File: src/rtl/sample_readout.sv
// rtl/sample_readout.sv - newest-first readout of a sample RAM into a byte transmitter
// Optional: define SAMPLE_READOUT_PAD32_EN to send each sample as 4 bytes (sample, 00, 00, 00).
module sample_readout #(
    parameter int ADDR_WIDTH = 13
) (
    input  logic                  i_clock,
    input  logic                  i_reset,
    input  logic                  i_start,
    input  logic [ADDR_WIDTH-1:0] i_end_address,
    input  logic [ADDR_WIDTH-3:0] i_read_count_x4,
    output logic                  o_read_en,
    output logic [ADDR_WIDTH-1:0] o_read_address,
    input  logic [7:0]            i_read_data,
    output logic [7:0]            o_tx_data,
    output logic                  o_tx_valid,
    input  logic                  i_tx_ready,
    output logic                  o_busy,
    output logic                  o_done
);

    typedef enum logic [2:0] {IDLE, FETCH, LOAD, SEND, FINISH} state_t;

    state_t                r_state;
    state_t                w_next_state;
    logic [ADDR_WIDTH-1:0] r_addr;
    logic [ADDR_WIDTH-1:0] r_remaining;
    logic [7:0]            r_tx_data;
    logic                  r_tx_valid;
    logic                  r_busy;
    logic                  r_done;
    logic                  w_read_en;
    logic                  w_xfer;
    logic                  w_last_byte;
    logic [ADDR_WIDTH-1:0] w_count;
`ifdef SAMPLE_READOUT_PAD32_EN
    logic [1:0]            r_byte_idx;
`endif

    assign w_count = {i_read_count_x4, 2'b00};
    assign w_xfer  = r_tx_valid & i_tx_ready;

`ifdef SAMPLE_READOUT_PAD32_EN
    assign w_last_byte = (r_byte_idx == 2'd3);
`else
    assign w_last_byte = 1'b1;
`endif

    always_ff @(posedge i_clock) begin
        if (i_reset) r_state <= IDLE;
        else         r_state <= w_next_state;
    end

    always_comb begin
        w_next_state = r_state;
        w_read_en    = 1'b0;
        case (r_state)
            IDLE: begin
                if (i_start) w_next_state = (w_count == '0) ? FINISH : FETCH;
            end
            FETCH: begin
                w_read_en    = 1'b1;
                w_next_state = LOAD;
            end
            LOAD: w_next_state = SEND;
            SEND: begin
                // remaining still holds the pre-decrement value here
                if (w_xfer && w_last_byte)
                    w_next_state = (r_remaining == ADDR_WIDTH'(1)) ? FINISH : FETCH;
            end
            FINISH:  w_next_state = IDLE;
            default: w_next_state = IDLE;
        endcase
    end

    always_ff @(posedge i_clock) begin
        if (i_reset) begin
            r_addr      <= '0;
            r_remaining <= '0;
            r_tx_data   <= '0;
            r_tx_valid  <= 1'b0;
            r_busy      <= 1'b0;
            r_done      <= 1'b0;
`ifdef SAMPLE_READOUT_PAD32_EN
            r_byte_idx  <= 2'd0;
`endif
        end else begin
            r_done <= 1'b0;
            case (r_state)
                IDLE: begin
                    if (i_start) begin
                        r_addr      <= i_end_address;
                        r_remaining <= w_count;
                        r_busy      <= 1'b1;
                    end
                end
                LOAD: begin
                    r_tx_data  <= i_read_data;
                    r_tx_valid <= 1'b1;
`ifdef SAMPLE_READOUT_PAD32_EN
                    r_byte_idx <= 2'd0;
`endif
                end
                SEND: begin
                    if (w_xfer) begin
                        if (w_last_byte) begin
                            r_tx_valid  <= 1'b0;
                            r_addr      <= r_addr - ADDR_WIDTH'(1);
                            r_remaining <= r_remaining - ADDR_WIDTH'(1);
                        end
`ifdef SAMPLE_READOUT_PAD32_EN
                        else begin
                            r_tx_data  <= 8'h00;
                            r_byte_idx <= r_byte_idx + 2'd1;
                        end
`endif
                    end
                end
                FINISH: begin
                    r_done     <= 1'b1;
                    r_busy     <= 1'b0;
                    r_tx_valid <= 1'b0;
                end
                default: ;
            endcase
        end
    end

    assign o_read_en      = w_read_en;
    assign o_read_address = r_addr;
    assign o_tx_data      = r_tx_data;
    assign o_tx_valid     = r_tx_valid;
    assign o_busy         = r_busy;
    assign o_done         = r_done;

endmodule

File: config.mk
export PLATFORM = sky130hd
export DESIGN_NAME = sample_readout
export DESIGN_NICKNAME = d
export VERILOG_FILES = /design/src/rtl/sample_readout.sv
export SDC_FILE = /design/constraint.sdc
export NUM_CORES = 1
export LEC_CHECK = 0
export CAP_MARGIN = 20
export CORE_MARGIN = 4
export CORE_UTILIZATION = 40
export CTS_CLUSTER_SIZE = 12
export DETAILED_ROUTE_END_ITERATION = 10
export PLACE_DENSITY = 0.75
export SLEW_MARGIN = 20
export SYNTH_ARGS = -nofsm -noshare
export SYNTH_HDL_FRONTEND = slang
export SYNTH_SLANG_ARGS = --single-unit
File: constraint.sdc
create_clock -name i_clock -period 4.4 [get_ports i_clock]
set_input_delay 0.88 -clock i_clock [delete_from_list [all_inputs] [get_ports i_clock]]
set_output_delay 0.88 -clock i_clock [all_outputs]
set_load 0.02 [all_outputs]
==> impl_results.md, run 1 <==
- TritonRoute pass-1 iters: 4
- Post-synth top flop: dfxtp_1
- Post-route minimum period: 2700 ps
- Cell taking the most area after synthesis: dfxtp_1
- Setup bufs post-CTS: 0
- GP Congestion: 0.816
- Transition time at the pin with the least slew margin: slightly above 800 ps
- Number of vias in the routed layout: 2281
- Leakage Power: 0.00103 µW
- Vias per cell: 5.67
- Worst endpoint required time: 4620 ps
- Count of cells along the worst register-to-register path: 4
- Routed Antenna Nets: 0
- Die ar.: 6840 µm²
- Maximum fanout count along the critical path: 22
- Leading post-synthesis cells by cell area: dfxtp_1 (36%), o21ai_0 (6.1%), nor3_1 (4.5%)
- Mapped Nets: ~320
- Internal power component: 677 µW
- CTS Buffer Depth: 2
- Clock latency on the worst-skew pair: 300 ps
- Final-report setup violation count: 0
- Clock sink total: 40
- Worst vdd ir: between 0.15 and 0.2 mV
- Unique cell type count in the Yosys netlist: 53
- Worst slew margin relative to its limit: between 40% and 50%
- Reg-to-reg endpoint: r_remaining[8]
- Result of the run: completed
- Effective utilization at floorplan: 42.4%
- Final HPWL from detailed placement: between 4000 and 5000 µm
- Number of synthesized register bits: 40
- DR WL/cell: roughly 15 µm
- Family with the most delay on the worst path: simple AND/OR/NAND/NOR gates
- Share of the clock period used by the worst path: between 60 and 70%
- Unrepaired setup endpoints after global routing: no
- Fraction of layout instances using a drive strength above 1: 7.53%
- Reg2reg start: r_state[0]
- Resized cells post-CTS: 0
- Reg2Reg Setup Slack: 2140 ps
- Buffer cell driving the clock tree root: clkbuf_8
- Netlist area before placement: 2230 µm²
- Share of the core filled with cells: 56.3%
- Cell count after synthesis: 280
- Chain of cells forming the critical path: clkdlybuf4s50_1 > or3b_1 > a21o_1 > or3_1 > a31oi_1
- CP startpoint kind: input port
- Portion of total power attributed to combinational logic: 26.1%
- Cell with the largest stage delay on the worst path: clkdlybuf4s50_1
- Total power per unit cell area: 329 nW/µm²
- Data arrival time of the worst path: a little under 3000 ps
- Largest incremental delay on the critical path: 510 ps
- Post-synthesis area per instance: roughly 8 µm²
- Number of nets in the layout: 370
- Placed Area: 2860 µm²
- Clock-pin slew on the worst setup and hold paths: about 80 ps
- Total of warnings raised by yosys: 0
- Total core area: 5270 µm²
- GRT Overall Usage: 18.2%
- Worst Hold Path Cells: 2
- Critical Path Sink Type: flop
- Die boundary width: 82.7 µm
- Worst path bufs/invs: 1
- Layout Skew: 6.91 ps
- Sequential element share of the synthesized area: between 30% and 40%
- Antenna violations before repair: 0
- Clock power share: ~31%
- Vias in the first global route: 2120
- Number of clock buffers inserted by TritonCTS: 5
- TritonCTS clock tree: yes
- DRC violation count after routing: 0
- Most common library cells after synthesis: dfxtp_1 (40), o21ai_0 (27), nor2_1 (24)
- Switching power as a share of total power: between 30% and 40%
- Number of enable flip-flop cells after synthesis: 0
- Number of placed I/O pins: just over 60
- Highest clock rate: 370 MHz
- Count of antenna diodes in the layout: 0
- Net switching power of the design: 298 µW
- Maxcap violations: 0
- Pin count of the biggest net entering global routing: 37
- Share of synthesized flip-flops with an asynchronous set or reset: 0%
- CTS H-tree lvls: 2
- Area share of the largest cell type after synthesis: 35.9%
- Count of endpoints failing hold in the final timing report: 0
- Flop pwr share: between 40% and 50%
- Syn-to-layout area delta: 33.0%
- Total global routing overflow: 0
- Crit Path Category: input port to flop
- Number of max-slew violations in the final report: 0
- Cell with the most instances after synthesis: dfxtp_1
- Count of hold-fix buffers inserted at cts: 0
- Total wirelength of the detailed-routed design: ~6000 µm
- Worst hold path startpoint: o_busy
- Layout Cell Area excl Fill: 2970 µm²
- Worst min-delay path class: flop to flop
- Violation count after the first detailed-route iteration: between 100 and 150
- Global-route wire length before repair: 9790 µm
- Post-layout power: 975 µW
- Number of standard-cell rows in the floorplan: 26
- Worst Hold Endpoint: o_busy
- Port Buffer Count: 60
- Post-route setup TNS: 0 ps
- Die boundary height: 82.7 µm
layout by cell type, fill, tap and decap left out, drive strengths merged, types with 6 or more instances in the layout:
cell type,netlist,final
nand2,18,18
clkbuf,9,6
o21ai,27,27
or3,6,6
mux2i,8,8
nor3,21,21
dfxtp,40,40
a31oi,8,8
clkdlybuf4s50,0,60
nand3,7,7
nor2,25,25
inv,9,9
a21oi,18,18
nor4,13,13
routing by layer:
metal  up-vias  share of wire [%]  track usage (%)
met4         0                1.4             5.72
met5         -                  0                0
li1       1159                  -                -
met3        10                7.7             4.66
met2        85                 46             30.4
met1      1027                 45             23.0
registers in the layout (all words and copies together) (netlist names):
| register | count |
|---|---|
| o_read_address | 13 |
| o_tx_data | 8 |
| o_done | 1 |
| o_tx_valid | 1 |
| o_busy | 1 |
| r_remaining | 13 |
| r_state | 3 |
worst max-delay path by stage:
| stage | startpoint | to | slack, ps | cells past startpoint |
|---|---|---|---|---|
| final | i_start | o_read_address[11] | 1700 | 5 |
| after global routing | r_state[0] | o_read_en | 1610 | 3 |
| after CTS | r_state[0] | o_read_en | 1710 | 3 |
| after detailed placement | i_start | o_read_address[11] | 1400 | 5 |
| after global placement | i_start | o_read_address[11] | 1460 | 5 |
| after floorplan | i_start | o_read_address[10] | 2270 | 5 |
power groups by stage:
stage | clock (µW) | combinational, µW | sequential [µW]
final | 301 | 255 | 419
after global routing | 326 | 277 | 425
after CTS | 306 | 255 | 419
after detailed placement | 0 | 253 | 427
after global placement | 0 | 251 | 426
after floorplan | 0 | 145 | 436
worst reg2reg max path: stages (launching register included):
cell	delay [ps]
dfxtp_1	580
nand3b_1	640
buf_4	470
a22o_1	270
a32o_1	200
cell type report:
class                   instances  area, µm²
clock inverters                 2       35.0
inverters                       9       33.8
multi-input cells             212       1320
repair buffers                 63        623
fillers                       494       2300
well taps                      70       87.6
clock buffers                   6       72.6
flip-flops and latches         40        801
kinds of logic after synthesis:
logic type | after synthesis | synth area share (%)
AOI/OAI and AO/OA | 78 | 22.3
DFF | 40 | 35.9
muxes | 11 | 5.10
and+or+nand+nor | 120 | 29.9
buffers and inverters | 28 | 5.21
adders and majority gates | 3 | 1.68
stage by stage:
step	hold WS, ps	std cells	setup WS, ps
2_1_floorplan	457	280	2270
3_3_place_gp	470	394	1460
3_5_place_dp	468	394	1400
4_1_cts	482	402	1710
5_1_grt	497	402	1610
6_report	479	402	1700
Power figures use the tool's default switching activity.
==> run 2: changes to the inputs <==
==> constraint.sdc (replaced) <==
create_clock -name i_clock -period 2.73 [get_ports i_clock]
set_input_delay 0.546 -clock i_clock [delete_from_list [all_inputs] [get_ports i_clock]]
set_output_delay 0.546 -clock i_clock [all_outputs]
set_load 0.02 [all_outputs]
==> impl_results.md, run 2 (synthesis results as in run 1) <==
- Post-route setup TNS: 0 ps
- Worst slew margin relative to its limit: between 50 and 60%
- Number of standard-cell rows in the floorplan: 26
- Number of nets in the layout: 375
- Final HPWL from detailed placement: about 4400 µm
- CTS H-tree lvls: 2
- Number of clock buffers inserted by TritonCTS: 5
- FILL cells: 492
- Worst vdd ir: 0.295 mV
- Worst Hold Path Cells: 2
- Count of endpoints failing hold in the final timing report: 0
- CTS Buffer Depth: 2
- Family with the most delay on the worst path: buffers and inverters
- Number of placed I/O pins: 61
- Post-route minimum period: ~2300 ps
- Sequential standard cell area: 801 µm²
- Critical Path Sink Type: primary output
- Pin count of the biggest net entering global routing: 28
- Syn-to-layout area delta: 34.5%
- Vias in the first global route: 2308
- Effective utilization at floorplan: 42.4%
- Reg-to-reg endpoint: o_read_address[6]
- Buffer cell driving the clock tree root: clkbuf_8
- Layout Skew: 10.7 ps
- Commonest cells after routing, fill and taps aside: clkdlybuf4s50_1 (60), dfxtp_1 (40), o21ai_0 (27)
- Leakage Power: 0.00105 µW
- Worst min-delay path class: flop to flop
- TritonCTS clock tree: yes
- Highest clock rate: 433 MHz
- Post-layout power: about 1500 µW
- Die ar.: ~6800 µm²
- Maxcap violations: 0
- Violation count after the first detailed-route iteration: between 100 and 150
- Placed Area: 2910 µm²
- Chain of cells forming the critical path: inv_1 > nor3_1 > clkdlybuf4s50_1
- Resized cells post-CTS: 0
- Number of vias in the routed layout: about 2.4k
- Port Buffer Count: 60
- Final-report setup violation count: 0
- Data arrival time of the worst path: 1770 ps
- Fraction of layout instances using a drive strength above 1: 9.20%
- Crit Path Category: flop to primary output
- Number of max-slew violations in the final report: 0
- Maximum fanout count along the critical path: 12
- Setup bufs post-CTS: 0
- GRT Overall Usage: 18.8%
- Vias per cell: 5.80
- Worst endpoint required time: 2180 ps
- Share of the core filled with cells: 57.0%
- Die boundary width: 82.7 µm
- Count of hold-fix buffers inserted at cts: 0
- Reg2Reg Setup Slack: 650 ps
- TritonRoute pass-1 iters: 4
- Clock latency on the worst-skew pair: about 290 ps
- Routed Antenna Nets: 0
- DRC violation count after routing: 0
- Worst path bufs/invs: 2
- Worst Hold Endpoint: o_busy
- Fin Hold WS: 475 ps
- Layout Cell Area excl Fill: 3000 µm²
- Total global routing overflow: 0
- Worst hold path startpoint: o_busy
- Count of cells along the worst register-to-register path: 6
- Total power per unit cell area: 503 nW/µm²
- Clock-pin slew on the worst setup and hold paths: 80 ps
- Area used by multi-input combinational logic: 1320 µm²
- Total wirelength of the detailed-routed design: 5990 µm
- DR WL/cell: 14.7 µm
- Clock sink total: 40
- Antenna violations before repair: 0
- Count of antenna diodes in the layout: 0
- Result of the run: completed
- Global-route wire length before repair: 10100 µm
- Largest incremental delay on the critical path: 630 ps
- Share of the clock period used by the worst path: 84.7%
- Most common library cell in the layout ignoring fill and taps: clkdlybuf4s50_1
- Die boundary height: 82.7 µm
- Total core area: 5270 µm²
- Transition time at the pin with the least slew margin: about 740 ps
- Cell with the largest stage delay on the worst path: clkdlybuf4s50_1
- CP startpoint kind: flop
- GP Congestion: 0.832
- Unrepaired setup endpoints after global routing: no
- Reg2reg start: o_read_address[0]
## run 2: cell count changes in the layout (fill, tap and decap cells not counted)
cell / previous run / this run
clkbuf_8: 5 / 6
clkbuf_1: 1 / 0
bufinv_16: 1 / 0
buf_4: 3 / 7
clkinv_2: 1 / 2
buf_12: 0 / 1
## run 2: worst max path at each step
stage                               endpoint               from  slack, ps  cells after the start
after floorplan            o_read_address[6]  o_read_address[0]        870                      6
after global placement    o_read_address[11]            i_start        280                      5
after detailed placement  o_read_address[11]            i_start        230                      5
after CTS                          o_read_en         r_state[0]        400                      3
after global routing               o_read_en         r_state[0]        320                      3
final                              o_read_en         r_state[0]        420                      3
## run 2: stage by stage
stage	std cells	setup WS [ps]
floorplan	280	872
global placement	399	276
detailed placement	399	229
CTS	407	395
global route	407	322
finish	407	419
## run 2: tightest hold or removal path, stage by stage, from the launching register on
cell      delay [ps]
dfxtp_1          320
inv_1             50
a221oi_1          60
## run 2: per-layer routing
metal	vias to the layer above	global-route usage, %	wire (µm)
li1	1165	-	-
met1	1084	22.1	2580
met2	95	31.3	2730
met3	17	5.42	515
met4	0	8.82	160
met5	-	0	0
## run 2: power breakdown
group	leakage [µW]	switching, µW	internal (µW)	total (µW)
logic	0.000670	216	209	425
registers	0.000327	52.8	624	677
clock network	0.0000510	205	202	407
## run 2: final cells by class
type                    count  share of cell area [%]
multi-input cells         212                    43.8
flip-flops and latches     40                    26.7
repair buffers             68                    22.4
well taps                  70                    2.92
clock buffers               6                    2.75
inverters                   9                    1.13
clock inverters             2                   0.333
